$ cat config.mk
export PLATFORM = sky130hd
export DESIGN_NAME = pll_sync_xfer
export DESIGN_NICKNAME = d
export VERILOG_FILES = /design/src/rtl/fmcw_pkg.sv /design/src/rtl/sync_fifo2.sv /design/src/rtl/pll_sync_xfer.sv
export SDC_FILE = /design/constraint.sdc
export NUM_CORES = 1
export LEC_CHECK = 0
export BUFFER_PORTS_ARGS = -buffer_cell sky130_fd_sc_hd__buf_2
export CORE_UTILIZATION = 48
export CTS_BUF_LIST = sky130_fd_sc_hd__clkbuf_16
export CTS_CLUSTER_DIAMETER = 60
export DETAILED_ROUTE_END_ITERATION = 8
export PLACE_DENSITY = 0.74
export SLEW_MARGIN = 20
export SYNTH_ARGS = -nofsm -noshare
export SYNTH_HDL_FRONTEND = slang
export SYNTH_SLANG_ARGS = --single-unit
export TNS_END_PERCENT = 1
$ cat constraint.sdc
create_clock -name fst_clk -period 2.3 [get_ports fst_clk]
set_input_delay 0.115 -clock fst_clk [delete_from_list [all_inputs] [get_ports fst_clk]]
set_output_delay 0.115 -clock fst_clk [all_outputs]
set_load 0.005 [all_outputs]
$ cat src/rtl/fmcw_pkg.sv
// Helpers shared by the PLL phase counter and the blocks that consume its count.
package fmcw_pkg;

  function automatic int cw_of(input int ratio);
    return (ratio > 1) ? $clog2(ratio) : 1;
  endfunction

  function automatic int next_phase(input int cur, input int ratio);
    return (cur >= ratio - 1) ? 0 : cur + 1;
  endfunction

endpackage

$ cat src/rtl/sync_fifo2.sv
// Two-entry synchronous FIFO with a flush that empties it in one cycle.
module sync_fifo2 #(
  parameter int DATA_WIDTH = 12
) (
  input  logic                  clk,
  input  logic                  rst,
  input  logic                  flush,
  input  logic                  push,
  input  logic [DATA_WIDTH-1:0] din,
  input  logic                  pop,
  output logic [DATA_WIDTH-1:0] dout,
  output logic                  full,
  output logic                  empty
);

  logic [DATA_WIDTH-1:0] mem [2];
  logic                  wr_ptr;
  logic                  rd_ptr;
  logic [1:0]            count;
  logic                  do_push;
  logic                  do_pop;

  assign full    = (count == 2'd2);
  assign empty   = (count == 2'd0);
  assign dout    = mem[rd_ptr];
  assign do_push = push && !full;
  assign do_pop  = pop && !empty;

  // Storage is left unreset; nothing reads it while empty.
  always_ff @(posedge clk) begin
    if (do_push) mem[wr_ptr] <= din;
  end

  always_ff @(posedge clk) begin
    if (rst || flush) begin
      wr_ptr <= 1'b0;
      rd_ptr <= 1'b0;
      count  <= 2'd0;
    end else begin
      if (do_push) wr_ptr <= ~wr_ptr;
      if (do_pop)  rd_ptr <= ~rd_ptr;
      case ({do_push, do_pop})
        2'b10:   count <= count + 2'd1;
        2'b01:   count <= count - 2'd1;
        default: count <= count;
      endcase
    end
  end

endmodule

$ cat src/rtl/pll_sync_xfer.sv
// Moves data between the PLL slow clock and fst_clk at fixed phases of the
// fast-domain phase count, and tracks lock of that count.
module pll_sync_xfer
  import fmcw_pkg::*;
#(
  parameter  int RATIO         = 8,
  parameter  int DATA_WIDTH    = 12,
  parameter  int CAPTURE_PHASE = 4,
  parameter  int LAUNCH_PHASE  = 0,
  localparam int CW            = cw_of(RATIO)
) (
  input  logic                  fst_clk,
  input  logic                  rst,
  input  logic [CW-1:0]         ctr,
  input  logic [DATA_WIDTH-1:0] slw_din,
  output logic [DATA_WIDTH-1:0] fst_dout,
  output logic                  fst_dout_valid,
  input  logic [DATA_WIDTH-1:0] fst_din,
  input  logic                  fst_din_valid,
  output logic                  fst_din_ready,
  output logic [DATA_WIDTH-1:0] slw_dout,
  output logic                  slw_dout_valid,
  output logic                  locked,
  output logic                  sync_err
);

  localparam int          LW       = $clog2(2 * RATIO + 1);
  localparam logic [LW-1:0] LOCK_MAX = LW'(2 * RATIO);
  localparam logic [CW-1:0] CAP_PH   = CW'(CAPTURE_PHASE);
  localparam logic [CW-1:0] LAUNCH_PH = CW'(LAUNCH_PHASE);

  logic [CW-1:0]         ctr_q;
  logic [CW-1:0]         exp_phase;
  logic                  first;
  logic [LW-1:0]         lock_cnt;
  logic [LW-1:0]         lock_cnt_nxt;
  logic                  mismatch;
  logic                  active;
  logic                  at_cap;
  logic                  at_launch;
  logic                  push;
  logic                  pop;
  logic                  full;
  logic                  empty;
  logic [DATA_WIDTH-1:0] head;

  assign exp_phase = CW'(next_phase(int'(ctr_q), RATIO));
  assign mismatch  = !first && (ctr != exp_phase);
  // A glitching count means the phase is untrustworthy right now, so the
  // discontinuity cycle itself neither captures nor launches.
  assign active    = locked && !mismatch;
  assign at_cap    = (ctr == CAP_PH);
  assign at_launch = (ctr == LAUNCH_PH);

  // Handshake: a word transfers on every edge where fst_din_valid and
  // fst_din_ready are both high; ready never depends on valid.
  assign fst_din_ready = locked && !full;
  assign push          = fst_din_valid && fst_din_ready;
  assign pop           = active && at_launch && !empty;

  always_comb begin
    lock_cnt_nxt = lock_cnt;
    if (mismatch)
      lock_cnt_nxt = '0;
    else if (!first && lock_cnt != LOCK_MAX)
      lock_cnt_nxt = lock_cnt + LW'(1);
  end

  always_ff @(posedge fst_clk) begin
    if (rst) begin
      ctr_q          <= '0;
      first          <= 1'b1;
      lock_cnt       <= '0;
      locked         <= 1'b0;
      sync_err       <= 1'b0;
      fst_dout       <= '0;
      fst_dout_valid <= 1'b0;
      slw_dout       <= '0;
      slw_dout_valid <= 1'b0;
    end else begin
      ctr_q          <= ctr;
      first          <= 1'b0;
      lock_cnt       <= lock_cnt_nxt;
      locked         <= (lock_cnt_nxt == LOCK_MAX);
      sync_err       <= mismatch;
      fst_dout_valid <= active && at_cap;
      if (active && at_cap) fst_dout <= slw_din;
      // slw_dout keeps its last word across a loss of lock; only valid drops.
      if (mismatch) begin
        slw_dout_valid <= 1'b0;
      end else if (active && at_launch) begin
        slw_dout_valid <= !empty;
        if (!empty) slw_dout <= head;
      end
    end
  end

  sync_fifo2 #(.DATA_WIDTH(DATA_WIDTH)) u_fifo (
    .clk   (fst_clk),
    .rst   (rst),
    .flush (mismatch),
    .push  (push),
    .din   (fst_din),
    .pop   (pop),
    .dout  (head),
    .full  (full),
    .empty (empty)
  );

endmodule

==> Implementation_results.wiki, run 1 <==
{| class="wikitable"
! Metric !! Value
|-
| Status || finished, final reports clean
|-
| Endpoint arrival time on the critical path || between 2 and 2.5 ns
|-
| DR vias/cell || 4.93
|-
| Total power divided by cell area || 761 nW/µm²
|-
| DR DRC count || 0
|-
| Final number of hold-violating endpoints || 0
|-
| Number of warnings issued by yosys || 0
|-
| Post-synthesis cell count || roughly 230
|-
| Library cell with the largest summed area after synthesis || dfxtp_1
|-
| Launch instance of the worst register-to-register path || ctr_q[1]$_SDFF_PP0_
|-
| Crit path launch || ctr_q[1]$_SDFF_PP0_
|-
| Crit path capture type || flip-flop
|-
| Number of antenna violations at the first check in global routing || 0
|-
| Worst relative slew slack || 48.7%
|-
| Post-route ant nets || 0
|-
| Flip-flop and latch count after synthesis || 65
|-
| Most repeated cell in the gate-level netlist after synthesis || dfxtp_1
|-
| Clk sinks || 65
|-
| RR Endpoint || u_fifo.count[1]$_SDFFE_PP0P_
|-
| Fraction of registers with async set/reset || 0%
|-
| Library cells used by synthesis || 37
|-
| Max-capacitance violation count || 0
|-
| Category of the critical setup timing path || flip-flop to flip-flop
|-
| Part of the cycle the worst path needs || 94.5%
|-
| Maximum buffer depth of the clock tree || 2
|-
| Global-route usage over all layers || 18.2%
|-
| Total clock buffers created by CTS || 9
|-
| Antenna diode count || 0
|-
| Worst vdd ir || 0.000497 V
|-
| Synth Net Count || ~260
|-
| Weighted congestion at the end of routability-driven global placement || 0.755
|-
| Number of global-route vias before repair || 1792
|-
| Post-CTS sizing || 0
|-
| Static leakage power || between 1 and 1.5 nW
|-
| Overall via count from detail_route || 1894
|-
| CTS tree || done
|-
| Placed cell areas || 3140 µm²
|-
| Most instantiated flip-flop cell in the synthesis netlist || dfxtp_1
|-
| Top cell types by occurrence after synthesis || dfxtp_1 (41), nand2b_1 (27), mux2i_1 (25), edfxtp_1 (24), nor2_1 (18)
|-
| Post-synth EDFFs || 24
|-
| Number of buffers inserted by port buffering || 58
|-
| Starting density of the core || about half
|-
| Sum of negative setup slack || 0 ns
|-
| Total Die Area || 5950 µm²
|-
| Fraction of final layout cells sized beyond drive strength 1 || around a third
|-
| FP Rows || 26
|-
| CTS H-tree depth || 3
|-
| Core area || 5270 µm²
|-
| Capturing instance or port of the critical path || u_fifo.count[1]$_SDFFE_PP0P_
|-
| Number of design-rule violations left by the first detailed-router iteration || 86
|-
| Post-route cell area || 3570 µm²
|-
| RSZ-0062 raised after global routing || false
|-
| Required time of the critical path || 2.51 ns
|-
| Slack of the worst reg-to-reg path || 0.13 ns
|-
| Least-Margin Pin Slew || between 0.7 and 0.8 ns
|-
| Detailed placement HPWL || ~3500 µm
|-
| Total routed wirelength || around 5000 µm
|-
| Mapped Avg Cell Area || around 12 µm²
|-
| Root buf cell || clkbuf_16
|-
| Crit path max-delay cell type || dfxtp_1
|-
| Setup repair bufs after CTS || 0
|-
| Netlist area before placement || 2710 µm²
|-
| Min-Delay Path Class || input pin to flip-flop
|-
| Worst-path clk slew || about 0.050 ns
|-
| Pre-CTS setup slack || 0.121 ns
|-
| Router iterations before antenna repair || 4
|-
| Clk_lat worst skew || roughly 0.32 ns
|-
| Pin count of the biggest net entering global routing || 27
|-
| Pwr Total || 2.72 mW
|-
| Number of placed I/O pins || 59
|-
| Final layout net count || 344
|-
| # setup viols final || 0
|-
| Least setup slack across all paths after layout || 0.126 ns
|-
| Number of max-slew violations in the final report || 0
|-
| Global route total overflow || 0
|-
| Largest cells by area after synthesis || dfxtp_1 (30%), edfxtp_1 (27%), mux2i_1 (9.2%)
|-
| Share of Yosys cell area claimed by the top area cell type || 30.3%
|-
| Die height || roughly 77 µm
|-
| Series of cell instances along the critical path || ha_4 > ha_4 > nand2b_1 > or3_1 > a41o_1 > and2_4 > ha_2 > xnor2_1 > nor2_1 > xnor2_1 > nor2_1
|-
| Worst Reg-to-Reg Cells || 11
|-
| Clock skew || 0.00694 ns
|-
| Wire length per cell after detailed routing || 13.1 µm
|-
| Highest attainable clock frequency || ~460 MHz
|-
| Critical Path Source Type || flip-flop
|-
| Peak per-stage delay on the critical path || 0.33 ns
|-
| Global-route wire length before repair || 8270 µm
|-
| Maximum fanout along the worst path || 5
|-
| Filler Cell Count || 418
|-
| Synth-to-layout area growth || 31.8%
|-
| Die Wd || ~77 µm
|-
| Post-synthesis sequential area ratio || 56.9%
|-
| Post-route minimum period || approximately 2.2 ns
|}
[state kept, by name (all words and copies together), names as in the netlist]
| signal | flops |
|---|---|
| u_fifo.wr_ptr | 1 |
| slw_dout | 12 |
| locked | 1 |
| u_fifo.count | 2 |
| first | 1 |
| ctr_q | 3 |
| slw_dout_valid | 1 |
| u_fifo.rd_ptr | 1 |
| fst_dout | 12 |
| fst_dout_valid | 1 |
| u_fifo.mem | 24 |
| lock_cnt | 5 |
| sync_err | 1 |
[worst min path at each step]
| stage | slack, ns | cells after the start | endpoint | startpoint |
|---|---|---|---|---|
| finish | 0.05 | 3 | fst_dout[9]$_SDFFE_PP0P_ | slw_din[9] |
| global route | 0.05 | 3 | fst_dout[9]$_SDFFE_PP0P_ | slw_din[9] |
| CTS | 0.05 | 3 | fst_dout[10]$_SDFFE_PP0P_ | slw_din[10] |
| detailed placement | 0.31 | 1 | u_fifo.mem[1][6]$_DFFE_PP_ | fst_din[6] |
| global placement | 0.30 | 1 | u_fifo.mem[1][7]$_DFFE_PP_ | fst_din[7] |
| floorplan | 0.14 | 0 | first$_DFF_P_ | rst |
[cells in the final DEF, fill, tap and decap left out, types with 2 or more instances in the layout]
master,Yosys,layout
buf_2,3,58
dfxtp_1,41,40
nand2b_1,27,27
mux2i_1,25,25
edfxtp_1,24,24
nor2_1,18,18
a21oi_1,16,16
dlygate4sd3_1,0,12
buf_4,1,11
a211oi_2,9,9
clkbuf_16,0,9
xnor2_1,8,8
inv_1,6,7
nor2b_1,5,5
a211oi_1,4,4
o21ai_0,3,3
nand2_1,3,3
xor2_1,3,3
nor3_1,2,2
a31oi_1,2,2
ha_4,0,2
ha_1,5,2
clkinv_2,0,2
bufinv_16,0,2
[power by group]
| group | switching (mW) | internal [mW] |
|---|---|---|
| Sequential | 0.00737 | 1.20 |
| Combinational | 0.0598 | 0.0669 |
| Clock | 0.446 | 0.937 |
[area by class of cell]
cell class,instances,area (µm²),area share (%)
multi-input cells,146,1110,31.2
well taps,70,87.6,2.45
flip-flops and latches,65,1540,43.2
clock buffers,9,225,6.31
clock inverters,7,86.3,2.42
inverters,6,22.5,0.631
repair buffers,81,493,13.8
[cell families (layout without fill, tap and decap cells)]
group / count (synthesis) / after routing / synth area share [%]
AOI/OAI and AO/OA: 39 / 39 / 10.7
xor gates and xnor gates: 11 / 11 / 3.56
adders and majority gates: 5 / 5 / 2.31
buffers and inverters: 18 / 103 / 3.05
DFF: 65 / 65 / 56.9
muxes: 25 / 25 / 9.23
and+or+nand+nor: 66 / 66 / 14.3
[layer usage]
| layer | up-vias | GRT usage (%) | share of wire, % |
|---|---|---|---|
| li1 | 977 | - | - |
| met1 | 869 | 24.0 | 47 |
| met2 | 43 | 28.1 | 48 |
| met3 | 5 | 3.33 | 4.0 |
| met4 | 0 | 10.2 | 1.4 |
| met5 | - | 0 | 0 |
[stage by stage]
stage / std cells / util [%] / hold WS (ns)
after floorplan: 229 / - / 0.143
after global placement: 356 / 59.6 / 0.303
after detailed placement: 356 / 59.6 / 0.307
after CTS: 384 / 67.8 / 0.0458
after global routing: 384 / 67.8 / 0.0516
final: 384 / 67.8 / 0.0541
[critical path, delay by kind of cell (launching register included)]
kind                       cells  cell delay, ns
AOI/OAI and AO/OA              1            0.20
DFF                            1            0.33
adders and majority gates      3            0.50
xor gates and xnor gates       2            0.25
and+or+nand+nor                5            0.79
[what timing repair did]
| action | CTS | global route |
|---|---|---|
| endpoints found under the hold margin | 24 | 0 |
| setup endpoints to repair | 0 | 0 |
| hold buffers | 12 | 0 |
(Power assumes the default switching activity.)
==> inputs of run 2 (changes only) <==
--- a/config.mk
+++ b/config.mk
@@ -6,11 +6,11 @@
 export NUM_CORES = 1
 export LEC_CHECK = 0
 export BUFFER_PORTS_ARGS = -buffer_cell sky130_fd_sc_hd__buf_2
-export CORE_UTILIZATION = 48
+export CORE_UTILIZATION = 57
 export CTS_BUF_LIST = sky130_fd_sc_hd__clkbuf_16
 export CTS_CLUSTER_DIAMETER = 60
 export DETAILED_ROUTE_END_ITERATION = 8
-export PLACE_DENSITY = 0.74
+export PLACE_DENSITY = 0.82
 export SLEW_MARGIN = 20
 export SYNTH_ARGS = -nofsm -noshare
 export SYNTH_HDL_FRONTEND = slang
==> constraint.sdc (replaced) <==
create_clock -name fst_clk -period 2.67 [get_ports fst_clk]
set_input_delay 0.1335 -clock fst_clk [delete_from_list [all_inputs] [get_ports fst_clk]]
set_output_delay 0.1335 -clock fst_clk [all_outputs]
set_load 0.005 [all_outputs]
==> run 2 against run 1 <==
  * The run now ends with design-rule violations left
  * Maximum frequency down 13%
  * Wire length up 1.8%
  * Clock power down 14%
  * Setup slack better by 0.059 ns
  * Largest power group unchanged
==> Implementation_results.wiki, run 2 (same netlist as run 1, synthesis figures left out) <==
{| class="wikitable"
! Metric !! Value
|-
| Slack of the worst reg-to-reg path || 0.18 ns (was 0.13 ns)
|-
| Flip-flop count of the largest register, all copies and words added || 24 (unchanged)
|-
| Total clock buffers created by CTS || 9 (unchanged)
|-
| Number of buffers inserted by port buffering || 58 (unchanged)
|-
| Pwr Total || 2.31 mW (was 2.72 mW)
|-
| Static leakage power || 1.32 nW (was 1.36 nW)
|-
| Total power divided by cell area || 672 nW/µm² (was 761 nW/µm²)
|-
| Most flop-heavy register || u_fifo.mem (unchanged)
|-
| Final number of hold-violating endpoints || 0 (unchanged)
|-
| Post-CTS sizing || 0 (unchanged)
|-
| Part of the cycle the worst path needs || 93.1% (was 94.5%)
|-
| Number of cells on the critical path || 10 (was 11)
|-
| Detailed placement HPWL || 3350 µm (was 3470 µm)
|-
| Placed cell areas || 3050 µm² (was 3140 µm²)
|-
| Max-capacitance violation count || 0 (unchanged)
|-
| Series of cell instances along the critical path || ha_1 > ha_1 > nand2b_1 > or3_1 > a41o_1 > and2_4 > ha_1 > nor2_1 > xnor2_1 > nor2_1 (was ha_4 > ha_4 > nand2b_1 > or3_1 > a41o_1 > and2_4 > ha_2 > xnor2_1 > nor2_1 > xnor2_1 > nor2_1)
|-
| RSZ-0062 raised after global routing || false (unchanged)
|-
| Commonest cells after routing, fill and taps aside || buf_2 (58), dfxtp_1 (41), nand2b_1 (27) (was buf_2 (58), dfxtp_1 (40), nand2b_1 (27))
|-
| Root buf cell || clkbuf_16 (unchanged)
|-
| End-of-flow core utilization || 76.9% (was 67.8%)
|-
| Failing checks || design-rule violations
|-
| Number of placed I/O pins || 59 (unchanged)
|-
| RR Endpoint || u_fifo.count[1]$_SDFFE_PP0P_ (unchanged)
|-
| Final layout net count || 336 (was 344)
|-
| CTS tree || done (unchanged)
|-
| Highest attainable clock frequency || 402 MHz (was 460 MHz)
|-
| Weighted congestion at the end of routability-driven global placement || 0.806 (was 0.755)
|-
| Number of antenna violations at the first check in global routing || 0 (unchanged)
|-
| Most frequent CP cell || ha_1
|-
| Required time of the critical path || 2.87 ns (was 2.51 ns)
|-
| Sum of negative setup slack || 0 ns (unchanged)
|-
| Worst relative slew slack || 48.2% (was 48.7%)
|-
| Post-route ant nets || 0 (unchanged)
|-
| Crit path launch || ctr_q[0]$_SDFF_PP0_ (was ctr_q[1]$_SDFF_PP0_)
|-
| Maximum fanout along the worst path || 5 (unchanged)
|-
| Die height || 71.0 µm (was 77.1 µm)
|-
| Synth-to-layout area growth || 27.0% (was 31.8%)
|-
| Clk sinks || 65 (unchanged)
|-
| Antenna diode count || 0 (unchanged)
|-
| Number of global-route vias before repair || 1861 (was 1792)
|-
| Total routed wirelength || 5120 µm (was 5020 µm)
|-
| Peak per-stage delay on the critical path || 0.34 ns (was 0.33 ns)
|-
| Pre-CTS setup slack || 0.208 ns (was 0.121 ns)
|-
| Maximum buffer depth of the clock tree || 2 (unchanged)
|-
| Met3 track utilization from global routing || 5.27% (was 3.33%)
|-
| Category of the critical setup timing path || flip-flop to flip-flop (unchanged)
|-
| Global-route wire length before repair || 8310 µm (was 8270 µm)
|-
| Biggest regs || u_fifo.mem: 24 flops, fst_dout: 12 flops, slw_dout: 12 flops (unchanged)
|-
| Number of max-slew violations in the final report || 0 (unchanged)
|-
| GR Util met1 || 26.2% (was 24.0%)
|-
| Crit path capture type || flip-flop (unchanged)
|-
| Post-route minimum period || 2.49 ns (was 2.17 ns)
|-
| Worst-path clk slew || 0.05 ns (about the same)
|-
| Status || finished, violations left (was finished, final reports clean)
|-
| Least setup slack across all paths after layout || 0.185 ns (was 0.126 ns)
|-
| DR DRC count || 3 (was 0)
|-
| Core area || 4470 µm² (was 5270 µm²)
|-
| Endpoint arrival time on the critical path || 2.68 ns (was 2.38 ns)
|-
| Min-Delay Path Class || input pin to flip-flop (unchanged)
|-
| Least-Margin Pin Slew || 0.775 ns (was 0.768 ns)
|-
| Global route total overflow || 0 (unchanged)
|-
| Bufs and invs on worst path || 0 (unchanged)
|-
| Critical Path Source Type || flip-flop (unchanged)
|-
| FP Rows || 24 (was 26)
|-
| Most common cell after layout, fill and taps aside || buf_2 (unchanged)
|-
| Filler Cell Count || 296 (was 418)
|-
| Grt met2 use || 37.1% (was 28.1%)
|-
| CTS H-tree depth || 3 (unchanged)
|-
| Most utilized layer in the global route result || met2 (unchanged)
|-
| Clock skew || 0.00520 ns (was 0.00694 ns)
|-
| Worst Reg-to-Reg Cells || 10 (was 11)
|-
| Crit path max-delay cell type || ha_1 (was dfxtp_1)
|-
| Capturing instance or port of the critical path || u_fifo.count[1]$_SDFFE_PP0P_ (unchanged)
|-
| Total Die Area || 5030 µm² (was 5950 µm²)
|-
| Clk_lat worst skew || 0.32 ns (about the same)
|-
| Pin count of the biggest net entering global routing || 33 (was 27)
|-
| Number of design-rule violations left by the first detailed-router iteration || 88 (was 86)
|-
| CP top delay family || simple AND/OR/NAND/NOR gates (unchanged)
|-
| # setup viols final || 0 (unchanged)
|-
| DR vias/cell || 5.34 (was 4.93)
|-
| Overall via count from detail_route || 1910 (was 1894)
|-
| Wire length per cell after detailed routing || 14.3 µm (was 13.1 µm)
|-
| Post-route cell area || 3440 µm² (was 3570 µm²)
|-
| Router iterations before antenna repair || 6 (was 4)
|-
| Fraction of final layout cells sized beyond drive strength 1 || 29.1% (was 31.8%)
|-
| Starting density of the core || 60.6% (was 51.4%)
|-
| Worst vdd ir || 0.000516 V (was 0.000497 V)
|-
| Launch instance of the worst register-to-register path || ctr_q[0]$_SDFF_PP0_ (was ctr_q[1]$_SDFF_PP0_)
|-
| Global-route usage over all layers || 22.3% (was 18.2%)
|-
| Die Wd || 71.0 µm (was 77.1 µm)
|}
run 2: changes by cell type in the layout (fill, tap and decap cells not counted), sizes merged:
cell         previous run  this run
buf                    69        65
dlygate4sd3            12         8
clkinv                  4         3
inv                     7         8
run 2: layout make-up:
| type | instances | area, µm² | area share [%] |
|---|---|---|---|
| sequential | 65 | 1540 | 44.8 |
| multi-input combinational | 146 | 1090 | 31.6 |
| timing repair buffer | 73 | 423 | 12.3 |
| clock buffer | 9 | 225 | 6.54 |
| clock inverter | 7 | 78.8 | 2.29 |
| tap | 52 | 65.1 | 1.89 |
| inverter | 6 | 22.5 | 0.654 |
run 2: layer usage:
layer / routed length, µm / part of all wire, %
met1: 2220 / 43
met2: 2590 / 51
met3: 166 / 3.2
met4: 141 / 2.8
met5: 0 / 0
run 2: worst min path at each step:
stage               startpoint  slack, ns  cells after the start                          to
floorplan                  rst       0.16                      0               first$_DFF_P_
global placement    fst_din[7]       0.32                      1  u_fifo.mem[0][7]$_DFFE_PP_
detailed placement  fst_din[7]       0.33                      1  u_fifo.mem[0][7]$_DFFE_PP_
CTS                 fst_din[6]     0.0009                      1  u_fifo.mem[0][6]$_DFFE_PP_
global route        fst_din[9]      0.001                      1  u_fifo.mem[1][9]$_DFFE_PP_
finish              fst_din[6]      0.005                      1  u_fifo.mem[1][6]$_DFFE_PP_
run 2: report_power, final:
part	leakage (nW)	switching [mW]	internal, mW
Clock	0.155	0.378	0.799
Sequential	0.547	0.00541	1.03
Combinational	0.618	0.0486	0.0491
run 2: per-stage QoR:
stage / hold WS, ns / cells
floorplan: 0.161 / 229
detailed placement: 0.326 / 333
CTS: 0.000903 / 357
global route: 0.00139 / 358
global placement: 0.322 / 333
finish: 0.00467 / 358
run 2: repair_timing:
action | CTS | global route
hold endpoints to repair | 14 | 0
hold buffers | 8 | 0
buffers inserted | 0 | 1
endpoints found under the setup margin | 0 | 1
==> inputs of run 3 (changes only) <==
--- a/config.mk
+++ b/config.mk
@@ -11,6 +11,7 @@
 export CTS_CLUSTER_DIAMETER = 60
 export DETAILED_ROUTE_END_ITERATION = 8
 export PLACE_DENSITY = 0.82
+export SETUP_SLACK_MARGIN = 0.3
 export SLEW_MARGIN = 20
 export SYNTH_ARGS = -nofsm -noshare
 export SYNTH_HDL_FRONTEND = slang
==> run 3 against run 2 <==
  * The flow still finishes with violations (design-rule violations)
  * Flip-flop and latch count unchanged
  * Clock power barely moved
  * Wire length decreased by 3.2%
  * Register-to-register slack improved by 0.21 ns
  * Final cell count down 0.28%
  * Combinational power grew 1%
  * Clock-buffer cell count unchanged
  * Die area stayed put
  * Largest cell class unchanged
==> Implementation_results.wiki, run 3 (same netlist as run 1, synthesis figures left out) <==
{| class="wikitable"
! Metric !! Value
|-
| Clock skew || 0.00918 ns (was 0.00520 ns)
|-
| Min-Delay Path Class || input pin to flip-flop (unchanged)
|-
| Worst relative slew slack || 47.4% (was 48.2%)
|-
| Most common cell after layout, fill and taps aside || buf_2 (unchanged)
|-
| Commonest cells after routing, fill and taps aside || buf_2 (58), dfxtp_1 (40), nand2b_1 (27) (was buf_2 (58), dfxtp_1 (41), nand2b_1 (27))
|-
| Filler Cell Count || 298 (was 296)
|-
| Biggest regs || u_fifo.mem: 24 flops, fst_dout: 12 flops, slw_dout: 12 flops (unchanged)
|-
| Maximum fanout along the worst path || 5 (unchanged)
|-
| Total power divided by cell area || 670 nW/µm² (was 672 nW/µm²)
|-
| Weighted congestion at the end of routability-driven global placement || 0.799 (was 0.806)
|-
| Highest attainable clock frequency || 440 MHz (was 402 MHz)
|-
| End-of-flow core utilization || 77.2% (was 76.9%)
|-
| Least-Margin Pin Slew || 0.788 ns (was 0.775 ns)
|-
| CTS tree || done (unchanged)
|-
| Static leakage power || 1.32 nW (about the same)
|-
| Share of power burned in registers || 44.9% (about the same)
|-
| CTS H-tree depth || 3 (unchanged)
|-
| Maximum buffer depth of the clock tree || 2 (unchanged)
|-
| Pin count of the biggest net entering global routing || 35 (was 33)
|-
| Core area || 4470 µm² (unchanged)
|-
| Flip-flop count of the largest register, all copies and words added || 24 (unchanged)
|-
| Part of the cycle the worst path needs || 85.0% (was 93.1%)
|-
| Die Wd || 71.0 µm (unchanged)
|-
| Number of design-rule violations left by the first detailed-router iteration || 75 (was 88)
|-
| Critical Path Source Type || flip-flop (unchanged)
|-
| # setup viols final || 0 (unchanged)
|-
| Wire length per cell after detailed routing || 13.9 µm (was 14.3 µm)
|-
| Starting density of the core || 60.6% (unchanged)
|-
| Launch instance of the worst register-to-register path || ctr_q[0]$_SDFF_PP0_ (unchanged)
|-
| Root buf cell || clkbuf_16 (unchanged)
|-
| Post-route ant nets || 0 (unchanged)
|-
| Die height || 71.0 µm (unchanged)
|-
| Internal cell power || 1.88 mW (about the same)
|-
| Max-capacitance violation count || 0 (unchanged)
|-
| Global-route usage over all layers || 21.3% (was 22.3%)
|-
| Number of placed I/O pins || 59 (unchanged)
|-
| Post-route minimum period || 2.27 ns (was 2.49 ns)
|-
| Synth-to-layout area growth || 27.4% (was 27.0%)
|-
| Number of antenna violations at the first check in global routing || 0 (unchanged)
|-
| Clk_lat worst skew || 0.32 ns (about the same)
|-
| FP Rows || 24 (unchanged)
|-
| Net switching power figure || 0.431 mW (was 0.432 mW)
|-
| Switching Share || 18.6% (was 18.7%)
|-
| Required time of the critical path || 2.86 ns (was 2.87 ns)
|-
| Router iterations before antenna repair || 6 (unchanged)
|-
| Clk sinks || 65 (unchanged)
|-
| DR DRC count || 1 (was 3)
|-
| Sum of negative setup slack || 0 ns (unchanged)
|-
| Hold path start || fst_din[10] (was fst_din[6])
|-
| Number of buffers inserted by port buffering || 58 (unchanged)
|-
| Crit path launch || ctr_q[0]$_SDFF_PP0_ (unchanged)
|-
| Global route total overflow || 0 (unchanged)
|-
| Total routed wirelength || 4950 µm (was 5120 µm)
|-
| Worst vdd ir || 0.000526 V (was 0.000516 V)
|-
| Number of max-slew violations in the final report || 0 (unchanged)
|-
| Fraction of final layout cells sized beyond drive strength 1 || 31.8% (was 29.1%)
|-
| Most flop-heavy register || u_fifo.mem (unchanged)
|-
| Worst-path clk slew || 0.06 ns (was 0.05 ns)
|-
| Final layout net count || 335 (was 336)
|-
| Crit path capture type || flip-flop (unchanged)
|-
| RSZ-0062 raised after global routing || false (unchanged)
|-
| Total clock buffers created by CTS || 9 (unchanged)
|-
| Part of the total power dissipated in combinational logic || 4.3% (was 4.2%)
|-
| Detailed placement HPWL || 3350 µm (about the same)
|-
| Total Die Area || 5030 µm² (unchanged)
|-
| Final number of hold-violating endpoints || 0 (unchanged)
|-
| Status || finished, violations left (unchanged)
|-
| Failing checks || design-rule violations (unchanged)
|-
| Category of the critical setup timing path || flip-flop to flip-flop (unchanged)
|-
| Clock network fraction of design power || 50.8% (was 50.9%)
|-
| Endpoint arrival time on the critical path || 2.46 ns (was 2.68 ns)
|-
| DR vias/cell || 5.23 (was 5.34)
|-
| Overall via count from detail_route || 1866 (was 1910)
|-
| Global-route wire length before repair || 7990 µm (was 8310 µm)
|-
| Antenna diode count || 0 (unchanged)
|-
| Number of global-route vias before repair || 1772 (was 1861)
|}
## run 3: cell type report
type | instances | area (µm²) | share of cell area (%)
Inverter | 6 | 22.5 | 0.652
Timing Repair Buffer | 72 | 410 | 11.9
Clock inverter | 7 | 80.1 | 2.32
Clock buffer | 9 | 225 | 6.52
Sequential cell | 65 | 1540 | 44.7
Tap cell | 52 | 65.1 | 1.88
Multi-Input combinational cell | 146 | 1110 | 32.0
## run 3: stage by stage
| step | setup WS [ns] | area, µm² | instances | hold WS, ns | power (mW) |
|---|---|---|---|---|---|
| final | 0.399 | 3450 | 357 | 0.0116 | 2.31 |
| after CTS | 0.352 | 3440 | 357 | 0.00298 | 2.33 |
| after floorplan | 0.314 | 2720 | 229 | 0.161 | 1.11 |
| after global routing | 0.303 | 3450 | 357 | 0.00423 | 2.39 |
| after global placement | 0.309 | 3060 | 334 | 0.321 | 1.15 |
| after detailed placement | 0.201 | 3060 | 334 | 0.324 | 1.15 |
## run 3: critical path, cell delays in order (launching register included)
cell and delay [ns]:
dfxtp_2 0.33, ha_1 0.20, ha_2 0.19, nand2b_1 0.14, or3_1 0.30, a41o_1 0.20, and2_4 0.17, ha_2 0.19
xnor2_2 0.13, nor2_2 0.11, xnor2_1 0.13, nor2_1 0.05
## run 3: path summary, 6_finish.rpt
check | slack (ns) | cells after the start | endpoint
worst max-delay path | 0.40 | 11 | u_fifo.count[1]$_SDFFE_PP0P_
worst min-delay path | 0.01 | 1 | u_fifo.mem[0][10]$_DFFE_PP_
worst max register to register | 0.40 | 11 | u_fifo.count[1]$_SDFFE_PP0P_
worst min register to register | 0.47 | 2 | fst_dout[6]$_SDFFE_PP0P_
## run 3: timing repair
| action | CTS | global route |
|---|---|---|
| setup buffers | 1 | 0 |
| hold buffers | 6 | 0 |
| endpoints found under the setup margin | 1 | 2 |
| resized for setup | 0 | 4 |
| pin swaps | 0 | 1 |
| hold endpoints to repair | 12 | 0 |
## run 3: metal layers
layer  up-vias  track usage (%)  part of all wire [%]  routed length, µm
met2        38             35.7                    50               2460
met1       872             26.3                    46               2280
met5         -                0                     0                  0
li1        952                -                     -                  -
met3         4             4.27                   2.9                144
met4         0             10.7                   1.4                 69
## run 3: power groups by stage
stage	logic (mW)	clock network [mW]	registers, mW
floorplan	0.0511	0	1.06
global placement	0.0885	0	1.06
detailed placement	0.0903	0	1.06
CTS	0.0974	1.20	1.04
global route	0.109	1.25	1.04
finish	0.0987	1.18	1.04
